===== config.mk =====
export PLATFORM = sky130hd
export DESIGN_NAME = ps2_host_tx
export DESIGN_NICKNAME = d
export VERILOG_FILES = /design/src/rtl/ps2_pkg.sv /design/src/rtl/ps2_line_sync.sv /design/src/rtl/ps2_host_tx.sv
export SDC_FILE = /design/constraint.sdc
export NUM_CORES = 1
export LEC_CHECK = 0
export ABC_AREA = 1
export BUFFER_PORTS_ARGS = -buffer_cell sky130_fd_sc_hd__buf_4
export CORE_MARGIN = 8
export CORE_UTILIZATION = 40
export CTS_CLUSTER_DIAMETER = 50
export DETAILED_ROUTE_END_ITERATION = 6
export PLACE_DENSITY_LB_ADDON = 0.12
export SYNTH_ARGS = -nofsm -noshare
export SYNTH_HDL_FRONTEND = slang
export SYNTH_SLANG_ARGS = --single-unit

===== constraint.sdc =====
create_clock -name clk -period 2.6 [get_ports clk]
set_input_delay 0.26 -clock clk [delete_from_list [all_inputs] [get_ports clk]]
set_output_delay 0.26 -clock clk [all_outputs]
set_load 0.01 [all_outputs]

===== src/rtl/ps2_pkg.sv =====
// Shared definitions for the PS/2 host transmitter: FSM state encoding,
// well-known keyboard command/response bytes and the frame parity helper.
package ps2_pkg;

    typedef enum logic [2:0] {
        ST_IDLE      = 3'd0,
        ST_INHIBIT   = 3'd1,
        ST_RELEASE   = 3'd2,
        ST_DATA      = 3'd3,
        ST_PARITY    = 3'd4,
        ST_STOP      = 3'd5,
        ST_ACK       = 3'd6,
        ST_WAIT_IDLE = 3'd7
    } ps2_state_t;

    localparam logic [7:0] PS2_CMD_SET_LEDS = 8'hED;
    localparam logic [7:0] PS2_CMD_RESET    = 8'hFF;
    localparam logic [7:0] PS2_CMD_ECHO     = 8'hEE;
    localparam logic [7:0] PS2_RESP_ACK     = 8'hFA;

    // PS/2 uses odd parity: data bits plus parity bit carry an odd number of ones.
    function automatic logic odd_parity(input logic [7:0] b);
        return ~^b;
    endfunction

endpackage


===== src/rtl/ps2_line_sync.sv =====
// Two-flop synchronizer for one raw PS/2 pin plus a falling-edge strobe.
// Flops reset high so a released (pulled-up) line never looks like an edge.
module ps2_line_sync
    import ps2_pkg::*;
(
    input  logic clk,
    input  logic rst,
    input  logic pin,
    output logic level,
    output logic fall
);

    logic meta;
    logic sync;
    logic prev;

    // Bring the asynchronous pin into the clk domain and keep one cycle of history.
    always_ff @(posedge clk) begin
        if (rst) begin
            meta <= 1'b1;
            sync <= 1'b1;
            prev <= 1'b1;
        end else begin
            meta <= pin;
            sync <= meta;
            prev <= sync;
        end
    end

    assign level = sync;
    assign fall  = prev & ~sync;

endmodule


===== src/rtl/ps2_host_tx.sv =====
// Host-to-device PS/2 transmitter. Sends one command byte to the keyboard over
// the shared open-collector clk/data pins (oe=1 pulls the pin low).
// Optional build macro PS2_TX_RETRY_EN: a failed first attempt (no ack or
// stalled device clock) is silently retried once with the same byte; the error
// pulse is only raised if the retry also fails.
module ps2_host_tx
    import ps2_pkg::*;
#(
    parameter int INHIBIT_CYCLES = 743,
    parameter int TIMEOUT_CYCLES = 148500
) (
    input  logic       clk,
    input  logic       rst,
    input  logic [7:0] tx_data,
    input  logic       tx_valid,
    output logic       tx_ready,
    output logic       done,
    output logic       ack_err,
    output logic       timeout,
    output logic       rx_inhibit,
    input  logic       ps2_clk_i,
    input  logic       ps2_data_i,
    output logic       ps2_clk_oe,
    output logic       ps2_data_oe
);

    localparam int INH_W = $clog2(INHIBIT_CYCLES + 1);
    localparam int TO_W  = $clog2(TIMEOUT_CYCLES + 1);

    logic clk_level;
    logic clk_fall;
    logic data_level;
    logic data_fall_unused;

    ps2_line_sync u_clk_sync (
        .clk   (clk),
        .rst   (rst),
        .pin   (ps2_clk_i),
        .level (clk_level),
        .fall  (clk_fall)
    );

    ps2_line_sync u_data_sync (
        .clk   (clk),
        .rst   (rst),
        .pin   (ps2_data_i),
        .level (data_level),
        .fall  (data_fall_unused)
    );

    ps2_state_t        state;
    logic [7:0]        byte_q;
    logic              parity_q;
    logic [2:0]        bit_idx;
    logic [INH_W-1:0]  inh_cnt;
    logic [TO_W-1:0]   to_cnt;
    logic              retry_now;

`ifdef PS2_TX_RETRY_EN
    logic retried;
    assign retry_now = ~retried;
`else
    assign retry_now = 1'b0;
`endif

    // Transmit FSM: inhibit, request-to-send, shift bits on device clock falls, check ack.
    always_ff @(posedge clk) begin
        if (rst) begin
            state       <= ST_IDLE;
            tx_ready    <= 1'b1;
            done        <= 1'b0;
            ack_err     <= 1'b0;
            timeout     <= 1'b0;
            rx_inhibit  <= 1'b0;
            ps2_clk_oe  <= 1'b0;
            ps2_data_oe <= 1'b0;
            bit_idx     <= '0;
            inh_cnt     <= '0;
            to_cnt      <= '0;
`ifdef PS2_TX_RETRY_EN
            retried     <= 1'b0;
`endif
        end else begin
            done    <= 1'b0;
            ack_err <= 1'b0;
            timeout <= 1'b0;
            case (state)
                ST_IDLE: begin
                    if (tx_valid) begin
                        byte_q      <= tx_data;
                        parity_q    <= odd_parity(tx_data);
                        bit_idx     <= '0;
                        inh_cnt     <= '0;
                        tx_ready    <= 1'b0;
                        rx_inhibit  <= 1'b1;
                        ps2_clk_oe  <= 1'b1;
                        ps2_data_oe <= 1'b0;
                        state       <= ST_INHIBIT;
`ifdef PS2_TX_RETRY_EN
                        retried     <= 1'b0;
`endif
                    end
                end
                ST_INHIBIT: begin
                    // Start bit goes low while the clock is still held, on the final inhibit cycle.
                    inh_cnt <= inh_cnt + 1'b1;
                    if (inh_cnt == INH_W'(INHIBIT_CYCLES - 2)) begin
                        ps2_data_oe <= 1'b1;
                        state       <= ST_RELEASE;
                    end
                end
                ST_RELEASE: begin
                    ps2_clk_oe  <= 1'b0;
                    ps2_data_oe <= 1'b1;
                    to_cnt      <= '0;
                    state       <= ST_DATA;
                end
                default: begin
                    if (to_cnt == TO_W'(TIMEOUT_CYCLES - 1)) begin
                        // Device clock stalled: takes priority over any fall this cycle.
                        ps2_clk_oe  <= 1'b0;
                        ps2_data_oe <= 1'b0;
                        if (retry_now) begin
                            ps2_clk_oe <= 1'b1;
                            inh_cnt    <= '0;
                            bit_idx    <= '0;
                            state      <= ST_INHIBIT;
`ifdef PS2_TX_RETRY_EN
                            retried    <= 1'b1;
`endif
                        end else begin
                            timeout    <= 1'b1;
                            tx_ready   <= 1'b1;
                            rx_inhibit <= 1'b0;
                            state      <= ST_IDLE;
                        end
                    end else begin
                        if (clk_fall) begin
                            to_cnt <= '0;
                        end else begin
                            to_cnt <= to_cnt + 1'b1;
                        end
                        case (state)
                            ST_DATA: begin
                                if (clk_fall) begin
                                    ps2_data_oe <= ~byte_q[bit_idx];
                                    bit_idx     <= bit_idx + 1'b1;
                                    if (bit_idx == 3'd7) begin
                                        state <= ST_PARITY;
                                    end
                                end
                            end
                            ST_PARITY: begin
                                if (clk_fall) begin
                                    ps2_data_oe <= ~parity_q;
                                    state       <= ST_STOP;
                                end
                            end
                            ST_STOP: begin
                                if (clk_fall) begin
                                    ps2_data_oe <= 1'b0;
                                    state       <= ST_ACK;
                                end
                            end
                            ST_ACK: begin
                                if (clk_fall) begin
                                    if (!data_level) begin
                                        state <= ST_WAIT_IDLE;
                                    end else if (retry_now) begin
                                        ps2_clk_oe  <= 1'b1;
                                        ps2_data_oe <= 1'b0;
                                        inh_cnt     <= '0;
                                        bit_idx     <= '0;
                                        state       <= ST_INHIBIT;
`ifdef PS2_TX_RETRY_EN
                                        retried     <= 1'b1;
`endif
                                    end else begin
                                        ack_err    <= 1'b1;
                                        tx_ready   <= 1'b1;
                                        rx_inhibit <= 1'b0;
                                        state      <= ST_IDLE;
                                    end
                                end
                            end
                            ST_WAIT_IDLE: begin
                                if (clk_level && data_level) begin
                                    done       <= 1'b1;
                                    tx_ready   <= 1'b1;
                                    rx_inhibit <= 1'b0;
                                    state      <= ST_IDLE;
                                end
                            end
                            default: begin
                                state <= ST_IDLE;
                            end
                        endcase
                    end
                end
            endcase
        end
    end

endmodule


Word-level counts from Yosys, hierarchy flattened
Index checks and enable logic that the tools add are counted.

Logic and storage cells: 128. Bits of input ports: 13. Output and inout bits: 7. Bits in registers: 55.

Bitwise gates (word level): 11. Equal/unequal tests: 23. Muxes and demuxes: 50. $add $sub $neg: 3. Magnitude comparators: 1. Reductions and logical operators: 22.

Operator list (number): 2-to-1 mux 3 bit (14); 2-to-1 mux 18 bit (2); one-hot mux 18 bit (2 select lines) (1); != test 6 bit (second input constant) (5); 2-to-1 mux 1 bit (20); one-hot mux 10 bit (2 select lines) (1); adder 18 x 1 -> 18 bit (second input constant) (1); == test 18 bit (second input constant) (1); == test 3 bit (second input constant) (5); one-hot mux 3 bit (5 select lines) (1); AND reduction 6 bit (2); adder 10 x 1 -> 10 bit (second input constant) (1); == test 10 bit (second input constant) (1); 2-to-1 mux 10 bit (1); inverter 1 bit (10); one-hot mux 1 bit (3 select lines) (3); one-hot mux 3 bit (3 select lines) (1); != test 4 x 3 -> 1 bit (second input constant) (2); one-hot mux 1 bit (2 select lines) (4); AND reduction 8 bit (1); XNOR reduction 8 bit (1); nonzero test 7 bit (1); OR reduction 7 bit (1); == test 3 x 2 -> 1 bit (second input constant) (2); other kinds (21) (28).

Depth between registers and ports, before layout
Gate-level depths: netlist of the first run.

Depth in word-level cells: 7. Mapped depth: 12. Depth with buffers taken out: 12.

By module
From an unflattened synthesis of the first run, not the netlist that was laid out.

Cell total of the unflattened synthesis: 409. Area, all modules: 2917.8 µm².

Modules (own cells, without submodules): ps2_host_tx (area an instance 2730.1 µm², times used 1, seq. area each 1091.0 µm², cells each 385); ps2_line_sync (area an instance 93.8 µm², times used 2, seq. area each 60.1 µm², cells each 12).

Worst setup path after synthesis of the first run
Ideal clock, no wire load.

Kind: flip-flop to flip-flop. Start: reg state[2]. End: reg byte_q[0], enable pin. Buffers on the path: 1. Setup time: 0.374 ns. Stages on the path, launching flop included: 7. Required time: 2.226 ns. Clock period less this slack: 1.829 ns. Data arrival time: 1.454 ns. Setup slack: 0.771 ns. Cells stage by stage: dfxtp_1 buf_4 nor2_1 nand2_1 nor2_4 clkinv_1 nor2_1.

Word-level cells in the longest chain between the ends: 2.

RTL lines: from (decl) (line ps2_host_tx.sv:51) `ps2_state_t state;`; from (signal assigned) (line ps2_host_tx.sv:69) `state <= ST_IDLE;`; from (signal assigned) (line ps2_host_tx.sv:98) `state <= ST_INHIBIT;`; from (signal assigned) (line ps2_host_tx.sv:109) `state <= ST_RELEASE;`; zero test 3 bit (line ps2_host_tx.sv:87) `case (state)`; AND reduction 3 bit (no source line); to (signal assigned) (line ps2_host_tx.sv:90) `byte_q <= tx_data;`; to (decl) (line ps2_host_tx.sv:52) `logic [7:0] byte_q;`.

Every way passes these cells. A chain may end at the register's enable or synchronous reset.

Worst setup path after layout of the first run
Start: reg state[2]. End: reg rx_inhibit.

Word-level cells in the longest chain between the ends: 4. Elaborated cells between the ends (all ways): 16. Those cells by class: eq/ne (8); mux (3); bitwise (1); reduce/logical (4).

RTL lines: == test 3 bit, or another cell as far along (line ps2_host_tx.sv:143) `case (state)`; one-hot mux 1 bit (2 select lines) / OR reduction 2 bit (equally long branches); 2-to-1 mux 1 bit / inverter 1 bit (equally long branches); one-hot mux 1 bit (2 select lines) / AND reduction 6 bit (equally long branches); to (signal assigned) (line ps2_host_tx.sv:95) `rx_inhibit <= 1'b1;`; to (signal assigned) (line ps2_host_tx.sv:134) `rx_inhibit <= 1'b0;`; to (signal assigned) (line ps2_host_tx.sv:181) `rx_inhibit <= 1'b0;`; to (decl) (line ps2_host_tx.sv:20) `output logic rx_inhibit,`.

Parallel ways exist; a longest one is shown, timed or not.

==> results.py, run 1 <==
metrics = {
    "timing": {
        "rsz0062_at_grt": "no",
        "worstMarginPinSlew_ns": 0.5735,
        "fin_crit_ns": 1.825,
        "setup_tns_ns": 0,
        "relSlewSlack": 0.6172,
        "period_share": 0.7019,
        "hold_viol": 0,
        "finalSetupViolCount": 0,
        "clock.fmax_ghz": 0.5480,
        "finClkSkew_ns": 0.01330,
        "maxSlewViolCount": 0,
    },
    "detailed_routing": {
        "antenna_left": 0,
        "wl_per_cell_um": 12.49,
        "drt_wl_total_um": 6897,
        "drtIter0Drc": 108,
        "drc": 0,
        "vias": 2697,
        "vias_per_cell": 4.886,
        "drt-pass1-iter-count": 4,
    },
    "hold_path": {
        "min_path_cells": 1,
        "hold_path.class": "input port to register",
        "hp-start": "tx_data[0]",
        "worstHoldEndpoint": "byte_q[0]",
    },
    "floorplan": {
        "std_cell_rows": 32,
        "die_area_um2": 10730,
        "start_util": 0.4054,
        "ios": 20,
        "die_h_um": 103.6,
        "core_um2": 7567,
        "fp.dieW_um": 103.6,
    },
    "final_layout": {
        "multiInputGateArea_um2": 1587,
        "layout_common_cells": "98 x nand2_1, 50 x inv_1, 50 x nor2_1",
        "fin_nets": 467,
        "regArea_um2": 1191,
        "final_layout_size_suffix_gt1_frac": 0.1778,
        "n_fill_cell": 801,
        "n_antenna_cell": 0,
        "final_util": 0.4464,
        "final_common_cell": "nand2_1",
        "syn2layout_area_growth_pct": 10.11,
    },
    "global_route": {
        "grt_util_met2": 0.2287,
        "grt_pass1_wl_um": 11860,
        "gr-total-overflow": 0,
        "grt_pass1_vias": 2543,
        "grt.busiest_layer": "met2",
        "antenna_found_initial": 0,
        "grt_max_degree": 25,
        "grt_usage": 0.1318,
        "gr-usage-met3": 0.02230,
        "grt.met1_usage": 0.1566,
    },
    "placement": {
        "dp_hpwl_um": 5146,
        "port_buffers": 19,
        "gp_congestion": 0.8893,
    },
    "clock_tree": {
        "root_buffer": "clkbuf_8",
        "cts_hold_buffers": 0,
        "cts_setup_buffers": 0,
        "clockBufferDepth": 2,
        "cts_inserted_buffers": 5,
        "ctsResizeCount": 0,
        "clk_latency_ns": 0.32,
        "cts_tree": "done",
        "h-tree-depth": 2,
        "cts.sinks": 55,
        "path_clk_slew_ns": 0.12,
    },
    "run_status": {
        "status": "completed",
    },
    "power_and_ir_drop": {
        "intPower_mw": 1.478,
        "p_sw_mw": 1.072,
        "netSwitchingFraction": 0.4204,
        "p_comb_frac": 0.398,
        "powerDensity_nw_per_um2": 755.0,
        "ir_drop_mv": 0.2897,
        "clkPwrFrac": 0.200,
        "leakage_nw": 1.293,
        "p_seq_frac": 0.402,
    },
    "synth": {
        "yosysTopAreaCellShare": 0.3002,
        "synth_top_cell_by_area": "dfxtp_1",
        "yosys_warnings": 0,
        "synth_area_um2": 3068,
        "syn_area_per_cell_um2": 7.135,
        "ys_ff_latch": 55,
        "ys_types": 36,
        "syn_nets": 448,
        "yosysSeqAreaShare": 0.3883,
        "synth.area.top_cells": "dfxtp_1 30%, nand2_1 12%, edfxtp_1 8.8%",
        "syn_inst": 430,
    },
    "flow_run": {
        "cap_violations": 0,
    },
    "setup_path": {
        "r2r-end": "rx_inhibit",
        "r2r_start": "state[2]",
        "r2r_slack_ns": 0.78,
        "reg2regPathDepth": 11,
        "start_kind": "register",
        "worst_ep_arrival_time_ns": 2.08,
        "end_kind": "register",
        "required_ns": 2.86,
        "path_class": "register to register",
        "worstPathMaxFanout": 11,
    },
}
==> Yosys cell counts <==
master     n
a211oi_1   1
o21ai_2    2
or2_2      6
inv_1     50
o22ai_1    1
a221oi_1   2
a21oi_1   19
a21oi_2   10
nand2_1   98
nand4_1    8
nand3b_1   2
nor3_1     5
buf_6      2
clkinv_1   1
edfxtp_1   9
o21ai_0   28
buf_4      1
nor2_2    10
buf_12     1
clkbuf_1   5
nor3b_1    1
dfxtp_1   46
nor2_4     2
nand2_2    6
o21a_1     1
nand2_4    1
ha_1       5
inv_2      8
nor4_1     3
nor2_1    50
nand3_2    5
a31o_2     1
xnor2_1    5
xor2_1     5
o311a_1    1
nand3_1   29
==> cell type report <==
cell class	instances	area share
Clock buffer	5	0.02037
Sequential cell	55	0.3526
Multi-Input combinational cell	307	0.4696
Timing Repair Buffer	21	0.04667
Clock inverter	3	0.007407
Tap cell	102	0.03778
Inverter	59	0.06556
==> stage by stage <==
stage	setup WS (ns)	power (mW)	cell area, um2	hold slack (ns)	std cells
finish	0.7751	2.551	3378	0.1228	552
global route	0.5968	2.745	3378	0.09740	552
CTS	0.7763	2.579	3378	0.1125	552
detailed placement	0.8144	2.065	3284	0.4027	544
global placement	0.8482	2.074	3284	0.3917	544
floorplan	0.7714	1.873	3068	0.3589	430
==> flip-flops by register name, indices dropped and copies added (netlist names), 3 cells and up <==
name / count
state: 3
inh_cnt: 10
to_cnt: 18
byte_q: 8
bit_idx: 3
==> worst max-delay path by stage <==
stage | from | to | slack (ns) | cells after the start
2_1_floorplan | state[2] | byte_q[0] | 0.77 | 6
3_3_place_gp | state[2] | rx_inhibit | 0.85 | 11
3_5_place_dp | state[2] | rx_inhibit | 0.81 | 11
4_1_cts | state[2] | rx_inhibit | 0.78 | 11
5_1_grt | state[2] | rx_inhibit | 0.60 | 11
6_report | state[2] | rx_inhibit | 0.78 | 11
==> layer usage <==
layer | wire length, um | vias up
met4 | 124 | 0
met2 | 3354 | 37
li1 | - | 1425
met3 | 202 | 11
met5 | 0 | -
met1 | 3217 | 1224
==> power by group through the flow <==
stage / Clock, mW / Sequential [mW] / Combinational (mW)
6_report: 0.511 / 1.02 / 1.02
5_1_grt: 0.564 / 1.03 / 1.15
4_1_cts: 0.527 / 1.03 / 1.03
3_5_place_dp: 0 / 1.04 / 1.02
3_3_place_gp: 0 / 1.04 / 1.03
2_1_floorplan: 0 / 1.03 / 0.846
==> logic make-up after synthesis <==
group	after synthesis	share of synthesized area
simple gates	226	0.3385
buf+inv	68	0.09462
compound gates	66	0.1297
flops	55	0.3883
xor+xnor	10	0.02855
fa+ha+maj	5	0.02039
==> worst max-delay path: stages, from the launching register on <==
cell and delay (ns):
dfxtp_1 0.40, inv_2 0.12, nand2_2 0.08, nor2_2 0.41
inv_1 0.19, o21ai_0 0.12, inv_1 0.10, nand2_1 0.07
inv_1 0.04, nand2_1 0.07, nand2_1 0.05, a21oi_1 0.10
(Power assumes the default switching activity.)
==> run 2, diff against run 1 <==
==> constraint.sdc (replaced) <==
create_clock -name clk -period 1.5 [get_ports clk]
set_input_delay 0.15 -clock clk [delete_from_list [all_inputs] [get_ports clk]]
set_output_delay 0.15 -clock clk [all_outputs]
set_load 0.01 [all_outputs]
==> run 2 against run 1 <==
Effect of this change:
- clock skew decreased by 0.0026 ns
- clock power increased by 68%
- sequential share of layout area decreased by 4.5 points
- critical path depth decreased by 2
==> results.py, run 2 (synthesis results as in run 1) <==
metrics = {
    "final_layout": {
        "multiInputGateArea_um2": 1807,
        "regArea_um2": 1212,
        "fin_nets": 509,
        "final_common_cell": "nand2_1",
        "layout_common_cells": "91 x nand2_1, 56 x buf_4, 43 x inv_1",
        "regMostFlops": "to_cnt",
        "n_fill_cell": 730,
        "final_layout_size_suffix_gt1_frac": 0.3415,
        "syn2layout_area_growth_pct": 28.63,
        "n_antenna_cell": 0,
        "largestRegisters": "to_cnt (18), inh_cnt (10), byte_q (8)",
        "largest_reg_flops": 18,
        "final_util": 0.5215,
    },
    "setup_path": {
        "crit_slowest_cell": "dfxtp_2",
        "end_kind": "register",
        "r2r-end": "to_cnt[14]",
        "r2r_slack_ns": 0.05,
        "slowest_delay_ns": 0.37,
        "reg2regPathDepth": 9,
        "required_ns": 1.75,
        "path_cells": "ha_4 > nand2_4 > nor2_4 > inv_2 > nor2_4 > nand4_1 > nor2_1 > o21ai_1 > a21oi_2",
        "r2r_start": "to_cnt[1]",
        "start_kind": "register",
        "worst_ep_arrival_time_ns": 1.70,
        "cp.buffers_inverters": 1,
        "worstPathMaxFanout": 3,
        "path_class": "register to register",
        "path_common_cell": "nor2_4",
        "path_delay_family": "simple AND/OR/NAND/NOR gates",
    },
    "floorplan": {
        "std_cell_rows": 32,
        "die_area_um2": 10730,
        "core_um2": 7567,
        "die_h_um": 103.6,
        "ios": 20,
        "fp.dieW_um": 103.6,
        "start_util": 0.4054,
    },
    "clock_tree": {
        "cts.sinks": 55,
        "h-tree-depth": 2,
        "clockBufferDepth": 2,
        "path_clk_slew_ns": 0.10,
        "clk_latency_ns": 0.31,
        "root_buffer": "clkbuf_8",
        "cts_inserted_buffers": 5,
        "cts_tree": "done",
    },
    "global_route": {
        "grt_pass1_vias": 2760,
        "grt_usage": 0.1378,
        "grt_pass1_wl_um": 12510,
        "gr-total-overflow": 0,
        "antenna_found_initial": 0,
        "grt_max_degree": 19,
    },
    "run_status": {
        "status": "completed",
    },
    "timing": {
        "relSlewSlack": 0.7244,
        "period_share": 0.9668,
        "setup_tns_ns": 0,
        "rsz0062_at_grt": "yes",
        "whs_ns": 0.01710,
        "fin_crit_ns": 1.450,
        "finalSetupViolCount": 0,
        "finalWorstSetupSlack_ns": 0.04986,
        "worstMarginPinSlew_ns": 0.4102,
        "maxSlewViolCount": 0,
        "finClkSkew_ns": 0.01067,
        "hold_viol": 0,
        "clock.fmax_ghz": 0.6896,
    },
    "power_and_ir_drop": {
        "p_sw_mw": 2.051,
        "ir_drop_mv": 0.5633,
        "netSwitchingFraction": 0.4174,
        "p_seq_frac": 0.364,
        "p_comb_frac": 0.461,
        "clkPwrFrac": 0.174,
        "powerDensity_nw_per_um2": 1245,
        "totalPowerFinal_mw": 4.913,
        "leakage_nw": 1.547,
        "intPower_mw": 2.862,
    },
    "placement": {
        "dp_hpwl_um": 5540,
        "gp_congestion": 0.8915,
        "port_buffers": 19,
        "post-place-ws_ns": -0.05909,
    },
    "detailed_routing": {
        "vias": 2921,
        "drc": 0,
        "antenna_left": 0,
        "wl_met1_um": 3596,
        "dr.max_layer_used": "met4",
        "drt-pass1-iter-count": 4,
        "route.met3.wl_um": 295,
        "routed-wl-met2_um": 3610,
        "vias_per_cell": 4.918,
        "drt_wl_total_um": 7617,
        "wl_per_cell_um": 12.82,
        "drtIter0Drc": 157,
    },
    "hold_path": {
        "hold_path.class": "input port to register",
        "worstHoldEndpoint": "u_data_sync.meta",
        "min_path_cells": 2,
        "hp-start": "ps2_data_i",
    },
    "flow_run": {
        "cap_violations": 0,
    },
}
[run 2: cell type report]
| type | count | area share |
|---|---|---|
| multi-input cells | 308 | 0.4578 |
| clock buffers | 6 | 0.01839 |
| well taps | 102 | 0.03234 |
| repair buffers | 62 | 0.1218 |
| clock inverters | 2 | 0.004439 |
| inverters | 59 | 0.05802 |
| flip-flops and latches | 55 | 0.3072 |
[run 2: how the worst max path moves through the flow]
| stage | end | depth (start not counted) | startpoint |
|---|---|---|---|
| finish | to_cnt[14] | 9 | to_cnt[1] |
| global placement | to_cnt[6] | 8 | to_cnt[0] |
| CTS | to_cnt[13] | 9 | to_cnt[0] |
| detailed placement | to_cnt[6] | 8 | to_cnt[0] |
| global route | state[1] | 12 | inh_cnt[1] |
| floorplan | byte_q[0] | 6 | state[2] |
[run 2: timing repair]
action,4_1_cts,5_1_grt
pin swaps,1,25
resized for setup,7,69
buffers inserted,0,7
gates cloned,0,1
hold buffers,1,5
hold endpoints to repair,1,5
endpoints found under the setup margin,19,42
[run 2: routing by layer]
layer  vias up  global-route usage
li1       1517                   -
met1      1337              0.1710
met2        55              0.2301
met3        12             0.02850
met4         0             0.04827
met5         -                   0
[run 2: worst register-to-register path: cells and delay by family (launching register included)]
family / cells / cell delay, ns
simple gates: 5 / 0.60
buf+inv: 1 / 0.06
compound gates: 2 / 0.20
fa+ha+maj: 1 / 0.16
flops: 1 / 0.37
[run 2: power by group through the flow]
| stage | Sequential (mW) | Clock, mW | Combinational (mW) |
|---|---|---|---|
| 3_5_place_dp | 1.79 | 0 | 1.97 |
| 6_report | 1.79 | 0.857 | 2.27 |
| 2_1_floorplan | 1.78 | 0 | 1.49 |
| 3_3_place_gp | 1.79 | 0 | 1.96 |
| 5_1_grt | 1.81 | 0.950 | 2.52 |
| 4_1_cts | 1.76 | 0.906 | 2.02 |
[run 2: stage by stage]
stage / area [um2] / instances
2_1_floorplan: 3080 / 430
3_3_place_gp: 3507 / 572
3_5_place_dp: 3507 / 572
4_1_cts: 3638 / 581
5_1_grt: 3946 / 594
6_report: 3946 / 594
==> run 3, diff against run 2 <==
--- a/config.mk
+++ b/config.mk
@@ -10,8 +10,10 @@
 export CORE_MARGIN = 8
 export CORE_UTILIZATION = 40
 export CTS_CLUSTER_DIAMETER = 50
+export CTS_CLUSTER_SIZE = 30
 export DETAILED_ROUTE_END_ITERATION = 6
 export PLACE_DENSITY_LB_ADDON = 0.12
+export SETUP_SLACK_MARGIN = 0.5
 export SYNTH_ARGS = -nofsm -noshare
 export SYNTH_HDL_FRONTEND = slang
 export SYNTH_SLANG_ARGS = --single-unit
==> run 3 against run 2 <==
Effect of this change:
- critical path type unchanged
- cell count is 2.7% higher
- flip-flop and latch count did not move
- highest routed layer unchanged
- combinational power rose by 28%
- clock-buffer cell count down 1
- global-route usage increased by 1.4 points
- first-iteration DRC count fell by 24%
==> results.py, run 3 (synthesis results as in run 1) <==
metrics = {
    "run_status": {
        "status": "completed",
    },
    "global_route": {
        "antenna_found_initial": 0,
        "grt_pass1_wl_um": 13730,
        "grt_max_degree": 17,
        "grt_pass1_vias": 2998,
        "grt_usage": 0.1515,
        "gr-total-overflow": 0,
    },
    "clock_tree": {
        "cts_tree": "done",
        "path_clk_slew_ns": 0.11,
        "clockBufferDepth": 2,
        "clk_latency_ns": 0.32,
        "cts_inserted_buffers": 5,
        "cts.sinks": 55,
        "h-tree-depth": 2,
        "root_buffer": "clkbuf_8",
    },
    "floorplan": {
        "std_cell_rows": 32,
        "ios": 20,
        "die_h_um": 103.6,
        "core_um2": 7567,
        "start_util": 0.4054,
        "fp.dieW_um": 103.6,
        "die_area_um2": 10730,
    },
    "placement": {
        "port_buffers": 19,
        "placed_area_um2": 3726,
        "post-place-ws_ns": -0.01959,
        "placed_cells": 583,
        "gp_congestion": 0.8717,
        "dp_hpwl_um": 5705,
    },
    "final_layout": {
        "n_antenna_cell": 0,
        "largest_reg_flops": 18,
        "largestRegisters": "to_cnt (18), inh_cnt (10), byte_q (8)",
        "fin_nets": 525,
        "final_cell_area_um2": 4419,
        "final_layout_size_suffix_gt1_frac": 0.4724,
        "regMostFlops": "to_cnt",
        "final_common_cell": "nand2_1",
        "layout_common_cells": "70 x nand2_1, 61 x buf_4, 41 x inv_1",
        "syn2layout_area_growth_pct": 44.05,
        "multiInputGateArea_um2": 2068,
        "n_fill_cell": 718,
        "final_cells": 610,
        "regArea_um2": 1230,
    },
    "setup_path": {
        "worstPathMaxFanout": 7,
        "path_class": "register to register",
        "r2r_start": "to_cnt[1]",
        "crit_slowest_cell": "dfxtp_4",
        "r2r_slack_ns": 0.04,
        "required_ns": 1.75,
        "slowest_delay_ns": 0.38,
        "worst_ep_arrival_time_ns": 1.71,
        "reg2regPathDepth": 9,
        "r2r-end": "state[0]",
        "start_kind": "register",
        "end_kind": "register",
        "path_cells": "ha_4 > nand3_4 > inv_1 > nand3_4 > o21ai_4 > inv_2 > nor2_4 > nor2_1 > nor2_1",
    },
    "timing": {
        "whs_ns": 0.02571,
        "setup_tns_ns": 0,
        "maxSlewViolCount": 0,
        "worstMarginPinSlew_ns": 0.4569,
        "rsz0062_at_grt": "yes",
        "period_share": 0.9728,
        "clock.fmax_ghz": 0.6853,
        "relSlewSlack": 0.6950,
        "finClkSkew_ns": 0.01569,
        "finalWorstSetupSlack_ns": 0.04084,
        "fin_crit_ns": 1.459,
        "finalSetupViolCount": 0,
        "hold_viol": 0,
    },
    "detailed_routing": {
        "vias": 3012,
        "drtIter0Drc": 119,
        "drt-pass1-iter-count": 4,
        "vias_per_cell": 4.938,
        "antenna_left": 0,
        "wl_per_cell_um": 14.00,
        "drc": 0,
        "drt_wl_total_um": 8540,
    },
    "hold_path": {
        "hp-start": "ps2_clk_i",
        "min_path_cells": 2,
        "worstHoldEndpoint": "u_clk_sync.meta",
        "hold_path.class": "input port to register",
    },
    "power_and_ir_drop": {
        "ir_drop_mv": 0.6068,
        "leakage_nw": 1.756,
        "powerDensity_nw_per_um2": 1301,
    },
    "flow_run": {
        "cap_violations": 0,
    },
}
## run 3: changes by cell type in the layout (fill, tap and decap cells not counted), moves of 5 or more
cell / previous run / this run
nand2_1: 91 / 70
buf_6: 0 / 15
nand2_2: 10 / 22
nand2_4: 4 / 13
nor2_1: 39 / 31
dfxtp_1: 31 / 25
dlygate4sd3_1: 6 / 0
nor2_4: 13 / 19
a21oi_1: 18 / 13
a21oi_2: 11 / 16
buf_4: 56 / 61
o21ai_0: 23 / 18
## run 3: worst max path at each step
| stage | start | slack [ns] | end |
|---|---|---|---|
| 2_1_floorplan | state[2] | 0.11 | byte_q[0] |
| 3_3_place_gp | state[2] | 0.007 | byte_q[5] |
| 4_1_cts | to_cnt[0] | 0.08 | to_cnt[14] |
| 6_report | to_cnt[1] | 0.04 | state[0] |
| 3_5_place_dp | to_cnt[6] | -0.02 | to_cnt[6] |
| 5_1_grt | to_cnt[1] | -0.04 | state[0] |
## run 3: critical path, delay by kind of cell (launching register included)
kind            cells  cell delay, ns
fa+ha+maj           1            0.17
buf+inv             2            0.18
flops               1            0.38
compound gates      1            0.15
simple gates        5            0.50
## run 3: where the power goes
| group | total (mW) | internal [mW] | switching [mW] |
|---|---|---|---|
| registers | 1.85 | 1.68 | 0.166 |
| logic | 2.90 | 1.20 | 1.70 |
| clock network | 0.999 | 0.491 | 0.509 |
| total | 5.75 | 3.38 | 2.37 |
## run 3: per-stage QoR
stage | power, mW | utilization
finish | 5.749 | 0.5840
global route | 6.116 | 0.5840
CTS | 5.379 | 0.5475
detailed placement | 4.055 | 0.4924
global placement | 4.029 | 0.4924
floorplan | 3.437 | -
## run 3: routing by layer
layer	up-vias	part of all wire	global-route usage	routed length (um)
met3	15	0.040	0.02788	339
li1	1549	-	-	-
met5	-	0	0	0
met4	0	0.017	0.04302	141
met2	51	0.51	0.2713	4376
met1	1397	0.43	0.1789	3682
## run 3: final cells by class
class / instances / share of cell area
multi-input cells: 309 / 0.4680
flip-flops and latches: 55 / 0.2783
repair buffers: 77 / 0.1452
inverters: 59 / 0.05521
well taps: 102 / 0.02888
clock buffers: 5 / 0.01557
clock inverters: 3 / 0.008777
## run 3: what timing repair did
item / in CTS / in global routing
setup endpoints to repair: 50 / 50
pin swaps: 31 / 42
gates cloned: 2 / 0
endpoints found under the hold margin: 0 / 0
resized for setup: 66 / 68
hold buffers: 0 / 0
buffers inserted: 8 / 9
